**src/rtl/clk_gate_ctrl.sv**
```systemverilog
// clk_gate_ctrl
//   Enable controller for one clock domain's gated clock cell. It watches
//   domain activity. After IDLE_CYCLES consecutive idle samples it asks the
//   domain to drain, and then drops the gate enable. On a wake request it
//   raises the enable again and reports CLK_READY once the settle delay has
//   passed.
//
// Parameters
//   IDLE_CYCLES : consecutive idle samples before a sleep request (1 .. 2^CNT_W-1)
//   WAKE_CYCLES : settle cycles from enable re-assertion to CLK_READY (1 .. 2^CNT_W-1)
//   CNT_W       : width of the shared idle/wake counter
//
// Ports
//   CLK_IN    in  free-running (ungated) clock
//   RST       in  asynchronous active-high reset (deassertion synchronised externally)
//   BUSY      in  domain has work in flight
//   WAKE_REQ  in  external request to run the domain clock
//   FORCE_ON  in  software override that keeps the clock on
//   SLEEP_ACK in  domain has drained and accepts clock-off
//   SCAN_EN   in  DFT scan enable
//   GATE_EN   out EN input of the gate cell (registered)
//   GATE_TE   out TE input of the gate cell (combinational copy of SCAN_EN)
//   SLEEP_REQ out drain request to the domain (registered)
//   CLK_READY out gated clock is running and settled (registered)
//   GATED     out status: clock currently off (registered)
//   state_dbg out current FSM state, for debug and checkers
//
// Handshake: SLEEP_REQ / SLEEP_ACK is a level handshake. SLEEP_REQ is held
// high for as long as the controller is in DRAIN. It drops on the cycle after
// SLEEP_ACK is sampled high, or on the cycle after an abort caused by
// BUSY, WAKE_REQ or FORCE_ON. An abort wins over a SLEEP_ACK in the same
// cycle. SLEEP_ACK is ignored at all other times.

module clk_gate_ctrl #(
  parameter int IDLE_CYCLES = 16,
  parameter int WAKE_CYCLES = 2,
  parameter int CNT_W       = 8
) (
  input  logic       CLK_IN,
  input  logic       RST,
  input  logic       BUSY,
  input  logic       WAKE_REQ,
  input  logic       FORCE_ON,
  input  logic       SLEEP_ACK,
  input  logic       SCAN_EN,
  output logic       GATE_EN,
  output logic       GATE_TE,
  output logic       SLEEP_REQ,
  output logic       CLK_READY,
  output logic       GATED,
  output logic [1:0] state_dbg
);

  typedef enum logic [1:0] {
    S_RUN   = 2'd0,
    S_DRAIN = 2'd1,
    S_GATED = 2'd2,
    S_WAKE  = 2'd3
  } state_t;

  localparam logic [CNT_W-1:0] IDLE_LAST = CNT_W'(IDLE_CYCLES - 1);
  localparam logic [CNT_W-1:0] WAKE_LOAD = CNT_W'(WAKE_CYCLES - 1);
  localparam logic [CNT_W-1:0] CNT_MAX   = {CNT_W{1'b1}};
  localparam logic [CNT_W-1:0] CNT_ONE   = CNT_W'(1);

  state_t           state;
  logic [CNT_W-1:0] cnt;
  logic             wake_cond;

  assign wake_cond = BUSY | WAKE_REQ | FORCE_ON;

  // Scan must be able to open the gate cell regardless of the FSM.
  assign GATE_TE   = SCAN_EN;
  assign state_dbg = state;

  always_ff @(posedge CLK_IN or posedge RST) begin
    if (RST) begin
      state     <= S_RUN;
      cnt       <= '0;
      GATE_EN   <= 1'b1;
      SLEEP_REQ <= 1'b0;
      CLK_READY <= 1'b1;
      GATED     <= 1'b0;
    end else begin
      case (state)
        S_RUN: begin
          if (wake_cond) begin
            cnt <= '0;
          end else if (cnt == IDLE_LAST) begin
            // This sample is idle sample number IDLE_CYCLES.
            state     <= S_DRAIN;
            SLEEP_REQ <= 1'b1;
            cnt       <= '0;
          end else if (cnt != CNT_MAX) begin
            // Saturate instead of wrapping. This also protects against a
            // misconfigured IDLE_CYCLES.
            cnt <= cnt + CNT_ONE;
          end
        end

        S_DRAIN: begin
          if (wake_cond) begin
            // Abort. The enable was never dropped, so CLK_READY stays high.
            state     <= S_RUN;
            SLEEP_REQ <= 1'b0;
            cnt       <= '0;
          end else if (SLEEP_ACK) begin
            state     <= S_GATED;
            GATE_EN   <= 1'b0;
            SLEEP_REQ <= 1'b0;
            CLK_READY <= 1'b0;
            GATED     <= 1'b1;
          end
        end

        S_GATED: begin
          // BUSY cannot change while the domain clock is stopped, so only
          // the external requests can wake it.
          if (WAKE_REQ || FORCE_ON) begin
            state   <= S_WAKE;
            GATE_EN <= 1'b1;
            GATED   <= 1'b0;
            cnt     <= WAKE_LOAD;
          end
        end

        S_WAKE: begin
          // The settle sequence always runs to completion.
          if (cnt == '0) begin
            state     <= S_RUN;
            CLK_READY <= 1'b1;
          end else begin
            cnt <= cnt - CNT_ONE;
          end
        end

        default: begin
          state     <= S_RUN;
          cnt       <= '0;
          GATE_EN   <= 1'b1;
          SLEEP_REQ <= 1'b0;
          CLK_READY <= 1'b1;
          GATED     <= 1'b0;
        end
      endcase
    end
  end

endmodule

```
**config.mk**
```make
export PLATFORM = sky130hd
export DESIGN_NAME = clk_gate_ctrl
export DESIGN_NICKNAME = d
export VERILOG_FILES = /design/src/rtl/clk_gate_ctrl.sv
export SDC_FILE = /design/constraint.sdc
export NUM_CORES = 1
export LEC_CHECK = 0
export ABC_AREA = 1
export CAP_MARGIN = 30
export CORE_MARGIN = 2
export CORE_UTILIZATION = 59
export DETAILED_ROUTE_END_ITERATION = 10
export PLACE_DENSITY_LB_ADDON = 0.05
export REMOVE_ABC_BUFFERS = 1
export SLEW_MARGIN = 40
export SYNTH_ARGS = -nofsm -noshare
export SYNTH_HDL_FRONTEND = slang
export SYNTH_SLANG_ARGS = --single-unit
```
**constraint.sdc**
```tcl
create_clock -name CLK_IN -period 3.6 [get_ports CLK_IN]
set_input_delay 0.72 -clock CLK_IN [delete_from_list [all_inputs] [get_ports CLK_IN]]
set_output_delay 0.72 -clock CLK_IN [all_outputs]
set_load 0.02 [all_outputs]
```
==> results of run 1 <==
-- cell type report --
class | count | area [sq um] | share of cell area
Timing Repair Buffer | 11 | 110 | 0.0844
Tap cell | 27 | 33.8 | 0.0259
Clock buffer | 3 | 22.5 | 0.0173
Inverter | 20 | 75.1 | 0.0575
Multi-Input combinational cell | 136 | 711 | 0.545
Sequential cell | 14 | 353 | 0.270
-- cells in the final DEF, fill, tap and decap left out, types with 2 or more instances in the layout --
| cell type | instances |
|---|---|
| o21ai_0 | 7 |
| dfrtp_1 | 12 |
| nand3_1 | 17 |
| inv_2 | 6 |
| nand2_1 | 64 |
| nor2_2 | 8 |
| nor2_1 | 12 |
| inv_1 | 14 |
| a21oi_1 | 2 |
| ha_1 | 3 |
| nor2_4 | 6 |
| nand2_2 | 3 |
| nand4_1 | 4 |
| dfstp_2 | 2 |
| clkdlybuf4s50_1 | 11 |
| clkbuf_4 | 3 |
| xor2_1 | 2 |
-- cell families (layout without fill, tap and decap cells) --
kind of cell | Yosys count | after routing | share of synthesized area
simple gates | 118 | 118 | 0.489
buf+inv | 25 | 34 | 0.0996
flops | 14 | 14 | 0.299
compound gates | 12 | 12 | 0.0583
fa+ha+maj | 3 | 3 | 0.0318
xor+xnor | 3 | 3 | 0.0222
-- registers in the layout, summed over array words and instances (netlist names), named ones only --
register   flops
CLK_READY      1
GATE_EN        1
cnt            8
SLEEP_REQ      1
state_dbg      1
GATED          1
-- per-layer routing --
metal  GRT usage  vias to the layer above  share of wire
met5           0                        -              0
met4       0.138                        0          0.036
met3      0.0463                       12          0.041
met2       0.427                       38           0.49
met1       0.303                      486           0.43
li1            -                      565              -
-- final timing paths --
check,cells after the start,slack (ns),to,start
worst min-delay path,2,0.48,CLK_READY,CLK_READY
worst min register to register,2,0.48,CLK_READY,CLK_READY
worst max-delay path,1,1.38,state_dbg[1],flop
worst max register to register,8,1.98,cnt[6],cnt[1]
max in group asynchronous,2,2.45,CLK_READY,RST
min in group asynchronous,2,0.78,cnt[0],RST
-- worst reg2reg max path, cell delays in order (launching register included) --
cell and delay [ns]:
dfrtp_1 0.42, ha_1 0.28, nand4_1 0.14, nor2_1 0.22, nand2_1 0.09, nor2_2 0.14, nor2_4 0.08, nand2_1 0.09
nand2_1 0.05
-- power by group through the flow --
| stage | sequential (W) | clock (W) | combinational (W) |
|---|---|---|---|
| 2_1_floorplan | 0.000163 | 0 | 0.0000138 |
| 3_3_place_gp | 0.000163 | 0 | 0.0000242 |
| 3_5_place_dp | 0.000163 | 0 | 0.0000248 |
| 4_1_cts | 0.000160 | 0.0000902 | 0.0000249 |
| 5_1_grt | 0.000160 | 0.0000960 | 0.0000282 |
| 6_report | 0.000160 | 0.0000864 | 0.0000247 |
-- through the flow --
step	instance area, sq um	setup WS [ns]	power, W	std cells
floorplan	1140	2.07	0.000177	170
global placement	1280	1.44	0.000187	208
detailed placement	1280	1.42	0.000188	208
CTS	1310	1.37	0.000275	211
global route	1310	1.31	0.000284	211
finish	1310	1.38	0.000271	211
==> flow_summary_export.csv, run 1 <==
group,metric,value,unit
timing,clock_skew,0.00355,ns
setup_path,slowest_stage,"clkdlybuf4s50_1",
yosys,yosys_register_bits,14,
timing,setup_tns,0,ns
clocking,cts.htree.levels,1,
placement,place_congestion,0.982,
final_layout,area_delta_synth_final,10.5,%
yosys,yosys.area.top_type,"dfrtp_1",
drt,drcViolationCount,0,
timing,final_max_slew_viol_count,0,
clocking,path_clk_slew,0.08,ns
setup_path,critPathKind,"reg2out",
clocking,numCtsBuffers,3,
drt,vias,1101,
setup_path,path_buf_inv,1,
yosys,async_flop_share,1.00,
setup_path,crit_required,2.88,ns
clocking,cts_sinks,14,
timing,period_share,0.617,
yosys,ys_top_cells_by_area,"dfrtp_1 25%, nand2_1 20%, nand3_1 7.2%, nor2_4 5.7%, dfstp_2 4.4%",
job,maxCapViolations,0,
drt,first_iter_violations,29,
yosys,netlist_area,0.00118,sq mm
global_routing,grt-ovfl-total,0,
final_layout,drive_gt1_frac,0.174,
yosys,ys_seq_area_frac,0.299,
timing,fmax,0.450,GHz
clocking,insertion_delay,0.28,ns
placement,hpwl,2.04,mm
drt,finalWirelength,2.53,mm
yosys,synth_edf_count,0,
pwr,p_sw,0.0000629,W
pwr,pwr-share-clk,0.319,
drt,wl_per_cell,12.0,um
die,start_util,0.615,
timing,tightest_slew,0.541,ns
drt,ant_nets,0,
yosys,synth_commonest_cells,"64 x nand2_1, 17 x nand3_1, 14 x inv_1",
global_routing,grt_usage,0.252,
yosys,avgSynthCellArea,6.75,sq um
final_layout,fillCellCount,186,
timing,slew_headroom,0.639,
setup_path,crit_chain,"clkdlybuf4s50_1",
placement,portBuffers,11,
timing,hold_ws,0.480,ns
clocking,hold_buffers,0,
hold_path,hp-class,"reg2reg",
yosys,yosys_warnings,0,
setup_path,arrival,1.50,ns
pwr,peakVddDrop,0.245,mV
final_layout,n_antenna_cell,0,
final_layout,fin_nets,196,
pwr,comb_power_share,0.091,
global_routing,antenna_found_initial,0,
timing,setup_viol,0,
pwr,p_int,0.000208,W
clocking,ctsLongestPathBuffers,2,
setup_path,slowest_delay,0.68,ns
pwr,swShare,0.232,
timing,fin_crit,2.22,ns
pwr,power_density,208,mW/mm^2
yosys,ys_dominant_reg_cell,"dfrtp_1",
global_routing,grt_max_degree,15,
status,outcome,"finished, final reports clean",
drt,vias_per_cell,5.22,
yosys,synth_top_cell_area_share,0.254,
die,coreArea,0.00192,sq mm
die,die-area,0.00238,sq mm
die,rows,16,
die,dieWidth,48.7,um
yosys,yosysMostFrequentCell,"nand2_1",
yosys,synthCells,175,
clocking,cts_setup_buffers,0,
timing,grt_setup_unrepaired,"false",
global_routing,grt_pass1_wl,4.55,mm
setup_path,startpoint_type,"flop",
timing,hold_viol_final,0,
die,dieHeight,48.7,um
pwr,p_seq_frac,0.590,
setup_path,crit_path_end_kind,"output pin",
clocking,cts.root.buffer_cell,"clkbuf_4",
clocking,cts_resized,0,
pwr,p_leak,0.698,nW
yosys,ys_types,26,
global_routing,first_global_vias,1051,
final_layout,postLayoutCoreUtil,0.679,
die,io_pins,14,
setup_path,crit_family,"buffers and inverters",
setup_path,worstPathMaxFanout,7,
drt,dr.pass1.iters,4,
clocking,cts_tree,"yes",
Power figures use the tool's default switching activity.
==> run 2: changes to the inputs <==
--- a/config.mk
+++ b/config.mk
@@ -8,7 +8,7 @@
 export ABC_AREA = 1
 export CAP_MARGIN = 30
 export CORE_MARGIN = 2
-export CORE_UTILIZATION = 59
+export CORE_UTILIZATION = 50
 export DETAILED_ROUTE_END_ITERATION = 10
 export PLACE_DENSITY_LB_ADDON = 0.05
 export REMOVE_ABC_BUFFERS = 1
==> constraint.sdc (replaced) <==
create_clock -name CLK_IN -period 1.9 [get_ports CLK_IN]
set_input_delay 0.38 -clock CLK_IN [delete_from_list [all_inputs] [get_ports CLK_IN]]
set_output_delay 0.38 -clock CLK_IN [all_outputs]
set_load 0.02 [all_outputs]
==> run 2 against run 1 <==
Die area grew 16%. Clock power grew 120%. Wire length grew 3.2%. Sequential share of layout area is essentially flat. Hold slack lost 0.059 ns. Sequential power grew 89%. Largest cell class unchanged. Highest routed layer unchanged.
==> flow_summary_export.csv, run 2 (same netlist as run 1, synthesis figures left out) <==
group,metric,value,unit
pwr,p_leak,0.696,nW
clocking,cts_tree,"yes",
placement,place_area,0.00128,sq mm
pwr,p_sw,0.000139,W
timing,clock_skew,0.00855,ns
drt,first_iter_violations,32,
final_layout,final_common_cell,"nand2_1",
final_layout,n_antenna_cell,0,
clocking,cts.root.buffer_cell,"clkbuf_4",
global_routing,grt_max_degree,15,
drt,vias,1087,
timing,hold_ws,0.421,ns
global_routing,first_global_vias,1029,
clocking,cts.htree.levels,1,
clocking,insertion_delay,0.29,ns
drt,dr.pass1.iters,4,
timing,period_share,0.950,
clocking,cts_sinks,14,
timing,fin_ws,0.0955,ns
timing,hold_viol_final,0,
hold_path,hp-class,"in2async",
pwr,peakVddDrop,0.308,mV
placement,portBuffers,11,
die,coreArea,0.00223,sq mm
pwr,p_seq_frac,0.559,
pwr,p_int,0.000402,W
timing,slew_headroom,0.637,
setup_path,startpoint_type,"flop",
placement,dp_slack,0.0230,ns
placement,hpwl,2.01,mm
placement,place_congestion,0.864,
drt,wl_per_cell,12.3,um
setup_path,crit_path_end_kind,"output pin",
job,maxCapViolations,0,
clocking,ctsLongestPathBuffers,2,
clocking,path_clk_slew,0.10,ns
final_layout,final_cell_mix,"64 x nand2_1, 17 x nand3_1, 14 x inv_1",
setup_path,crit_family,"buffers and inverters",
setup_path,crit_chain,"clkdlybuf4s50_1",
setup_path,worstPathMaxFanout,2,
die,die-area,0.00277,sq mm
setup_path,slowest_stage,"clkdlybuf4s50_1",
drt,finalWirelength,2.61,mm
timing,fin_crit,1.80,ns
drt,ant_nets,0,
status,outcome,"finished, final reports clean",
setup_path,path_buf_inv,1,
final_layout,largest-register,"cnt",
die,rows,17,
drt,vias_per_cell,5.10,
die,dieWidth,52.6,um
timing,setup_viol,0,
global_routing,grt-ovfl-total,0,
clocking,cts_setup_buffers,0,
timing,grt_setup_unrepaired,"false",
final_layout,drive_gt1_frac,0.184,
clocking,numCtsBuffers,3,
die,io_pins,14,
setup_path,arrival,1.42,ns
clocking,hold_buffers,0,
die,dieHeight,52.6,um
timing,setup_tns,0,ns
pwr,comb_power_share,0.088,
final_layout,fin_nets,196,
die,start_util,0.529,
global_routing,antenna_found_initial,0,
timing,fmax,0.554,GHz
setup_path,crit_required,1.52,ns
final_layout,area_delta_synth_final,11.1,%
pwr,swShare,0.257,
timing,final_max_slew_viol_count,0,
pwr,power.total,0.000542,W
final_layout,final_cell_area,0.00131,sq mm
drt,drcViolationCount,0,
clocking,cts_resized,0,
pwr,power_density,413,mW/mm^2
final_layout,largest_reg_flops,8,
setup_path,slowest_delay,0.60,ns
timing,tightest_slew,0.544,ns
global_routing,grt_usage,0.220,
pwr,pwr-share-clk,0.352,
global_routing,grt_pass1_wl,4.42,mm
setup_path,critPathKind,"reg2out",
run 2: cell types whose count changed in the layout (fill, tap and decap cells not counted), sizes merged:
cell    previous run  this run
clkbuf             3         4
run 2: final timing paths:
kind / slack, ns / endpoint / cells after the start / startpoint
worst max register to register: 0.32 / cnt[6] / 8 / cnt[0]
worst max-delay path: 0.1 / CLK_READY / 1 / CLK_READY
worst min-delay path: 0.42 / cnt[5] / 2 / RST
max in group asynchronous: 1.08 / async pin / 2 / RST
min in group CLK_IN: 0.49 / CLK_READY / 2 / CLK_READY
worst min register to register: 0.49 / CLK_READY / 2 / CLK_READY
run 2: area by class of cell:
cell class,count,area (sq um)
inverter,20,75.1
clock buffer,4,26.3
multi-input combinational,136,711
sequential,14,355
tap,28,35.0
timing repair buffer,11,110
fill,212,921
run 2: per-layer routing:
metal | GRT usage | vias to the layer above | part of all wire
li1 | - | 570 | -
met1 | 0.296 | 485 | 0.47
met2 | 0.333 | 26 | 0.47
met3 | 0.0371 | 6 | 0.042
met4 | 0.115 | 0 | 0.015
met5 | 0 | - | 0
run 2: per-stage QoR:
| stage | std cells | utilization |
|---|---|---|
| final | 213 | 0.588 |
| after global routing | 213 | 0.588 |
| after CTS | 213 | 0.587 |
| after detailed placement | 209 | 0.575 |
| after global placement | 209 | 0.575 |
| after floorplan | 170 | - |
run 2: power groups by stage:
stage | combinational, W | sequential [W] | clock [W]
finish | 0.0000479 | 0.000303 | 0.000191
global route | 0.0000532 | 0.000303 | 0.000206
CTS | 0.0000484 | 0.000303 | 0.000195
detailed placement | 0.0000483 | 0.000309 | 0
global placement | 0.0000474 | 0.000309 | 0
floorplan | 0.0000261 | 0.000310 | 0
==> edit (flow settings as in run 1) <==
Put one more register stage on the output `state_dbg`, cleared by the reset. The value now appears one clock later. The other outputs are not delayed to match.
--- a/src/rtl/clk_gate_ctrl.sv
+++ b/src/rtl/clk_gate_ctrl.sv
@@ -71,7 +71,13 @@
 
   // Scan must be able to open the gate cell regardless of the FSM.
   assign GATE_TE   = SCAN_EN;
-  assign state_dbg = state;
+  always_ff @(posedge CLK_IN or posedge RST) begin
+    if (RST) begin
+      state_dbg <= '0;
+    end else begin
+      state_dbg <= state;
+    end
+  end
 
   always_ff @(posedge CLK_IN or posedge RST) begin
     if (RST) begin
Behaviour: same outputs for any inputs over 10 cycles, from zero or initial values and one cycle with RST high; that may be too few to reach the edited logic, so the function may still have changed.
==> edit against run 1 <==
  * Die area rose by 0.21%
  * Cell area grew 1.7%
  * Critical path depth is the same
  * Final cell count stayed put
  * Setup slack improved by 0.068 ns
  * Synthesized area rose by 0.21%
  * Wire length is 1.9% lower
  * Sequential cell count increased by 2
  * Global-route usage down 1.6 points
  * Critical path type unchanged
Power is left out: it rests on default switching activity, and per cell area and clock period it moved more than threefold.
==> edit: results (changes against run 1) <==
Signal buf overhead 0.0829 (was 0.0844); Clock Network Area Fraction 0.0273 (was 0.0173); clock-pin slew on the worst setup and hold paths 0.10 ns (was 0.08 ns); vias per inst 5.22 (about the same); HPWL after DPL 1910 um (was 2040 um); Slew Limit Headroom 0.587 (was 0.639); Clk Latency, worst-skew pair 0.30 ns (was 0.28 ns); Slowest Stage Delay on Critical Path 0.59 ns (was 0.68 ns); vias in the first global route 1040 (was 1051); DRT iter0 DRCs 32 (was 29); Multi-input gate area 669 um2 (was 711 um2); fillers 165 (was 186); CP arrival 1.43 ns (was 1.50 ns); Via Count 1102 (was 1101); synthesized area per cell 6.88 um2 (was 6.75 um2); placed cell count 207 (was 208); Net count, final 195 (was 196); worst setup skew after layout 0.00488 ns (was 0.00355 ns); # clock sinks 16 (was 14); GPL Wtd Cong 0.904 (was 0.982); first-pass GRT wire length 4370 um (was 4550 um); largest cells by area after synthesis dfrtp_1, nand2_1, nand3_1 (unchanged); layout cells sized above 1 0.130 (was 0.174); Routed WL per cell 11.8 um (was 12.0 um); clk_buf instances 4 (was 3); Crit Path Max Fanout 2 (was 7); Finished Cell Area 1330 um2 (was 1310 um2); Post-synth top cells nand2_1, inv_1, nand3_1 (was nand2_1, nand3_1, inv_1); CP max-delay cell clkdlybuf4s50_1 (unchanged); largest net degree at the start of global routing 17 (was 15); GRT Util Overall 0.236 (was 0.252); register area 403 um2 (was 353 um2); status finished clean (unchanged); ant diodes 0 (unchanged); Place WS 1.26 ns (was 1.42 ns); sequential area share after synthesis 0.340 (was 0.299); Top FF cell, synth dfrtp_1 (unchanged); #MultiIn Comb 133 (was 136); Synth cell types 23 (was 26)
edit: path summary, 6_finish.rpt:
check	start	to	slack, ns	depth (start not counted)
worst max-delay path	CLK_READY	CLK_READY	1.45	1
worst min-delay path	CLK_READY	CLK_READY	0.48	2
worst max register to register	cnt[0]	cnt[6]	1.87	8
worst min register to register	CLK_READY	CLK_READY	0.48	2
max in group asynchronous	RST	GATED	2.41	2
min in group asynchronous	RST	cnt[2]	0.79	2
edit: layer usage:
layer / part of all wire / global-route usage / up-vias / routed length (um)
met5: 0 / 0 / - / 0
met4: 0.016 / 0.100 / 0 / 39
met3: 0.025 / 0.0337 / 5 / 61
met2: 0.49 / 0.395 / 18 / 1220
met1: 0.47 / 0.305 / 501 / 1170
li1: - / - / 578 / -
edit: cell families (layout without fill, tap and decap cells):
logic type,count (synthesis),in the layout,synth area share
AND/OR/NAND/NOR,106,106,0.420
AO/OA/AOI/OAI,24,24,0.114
buffers and inverters,23,35,0.0941
flip-flops,16,16,0.340
adder cells (fa/ha/maj),3,3,0.0317
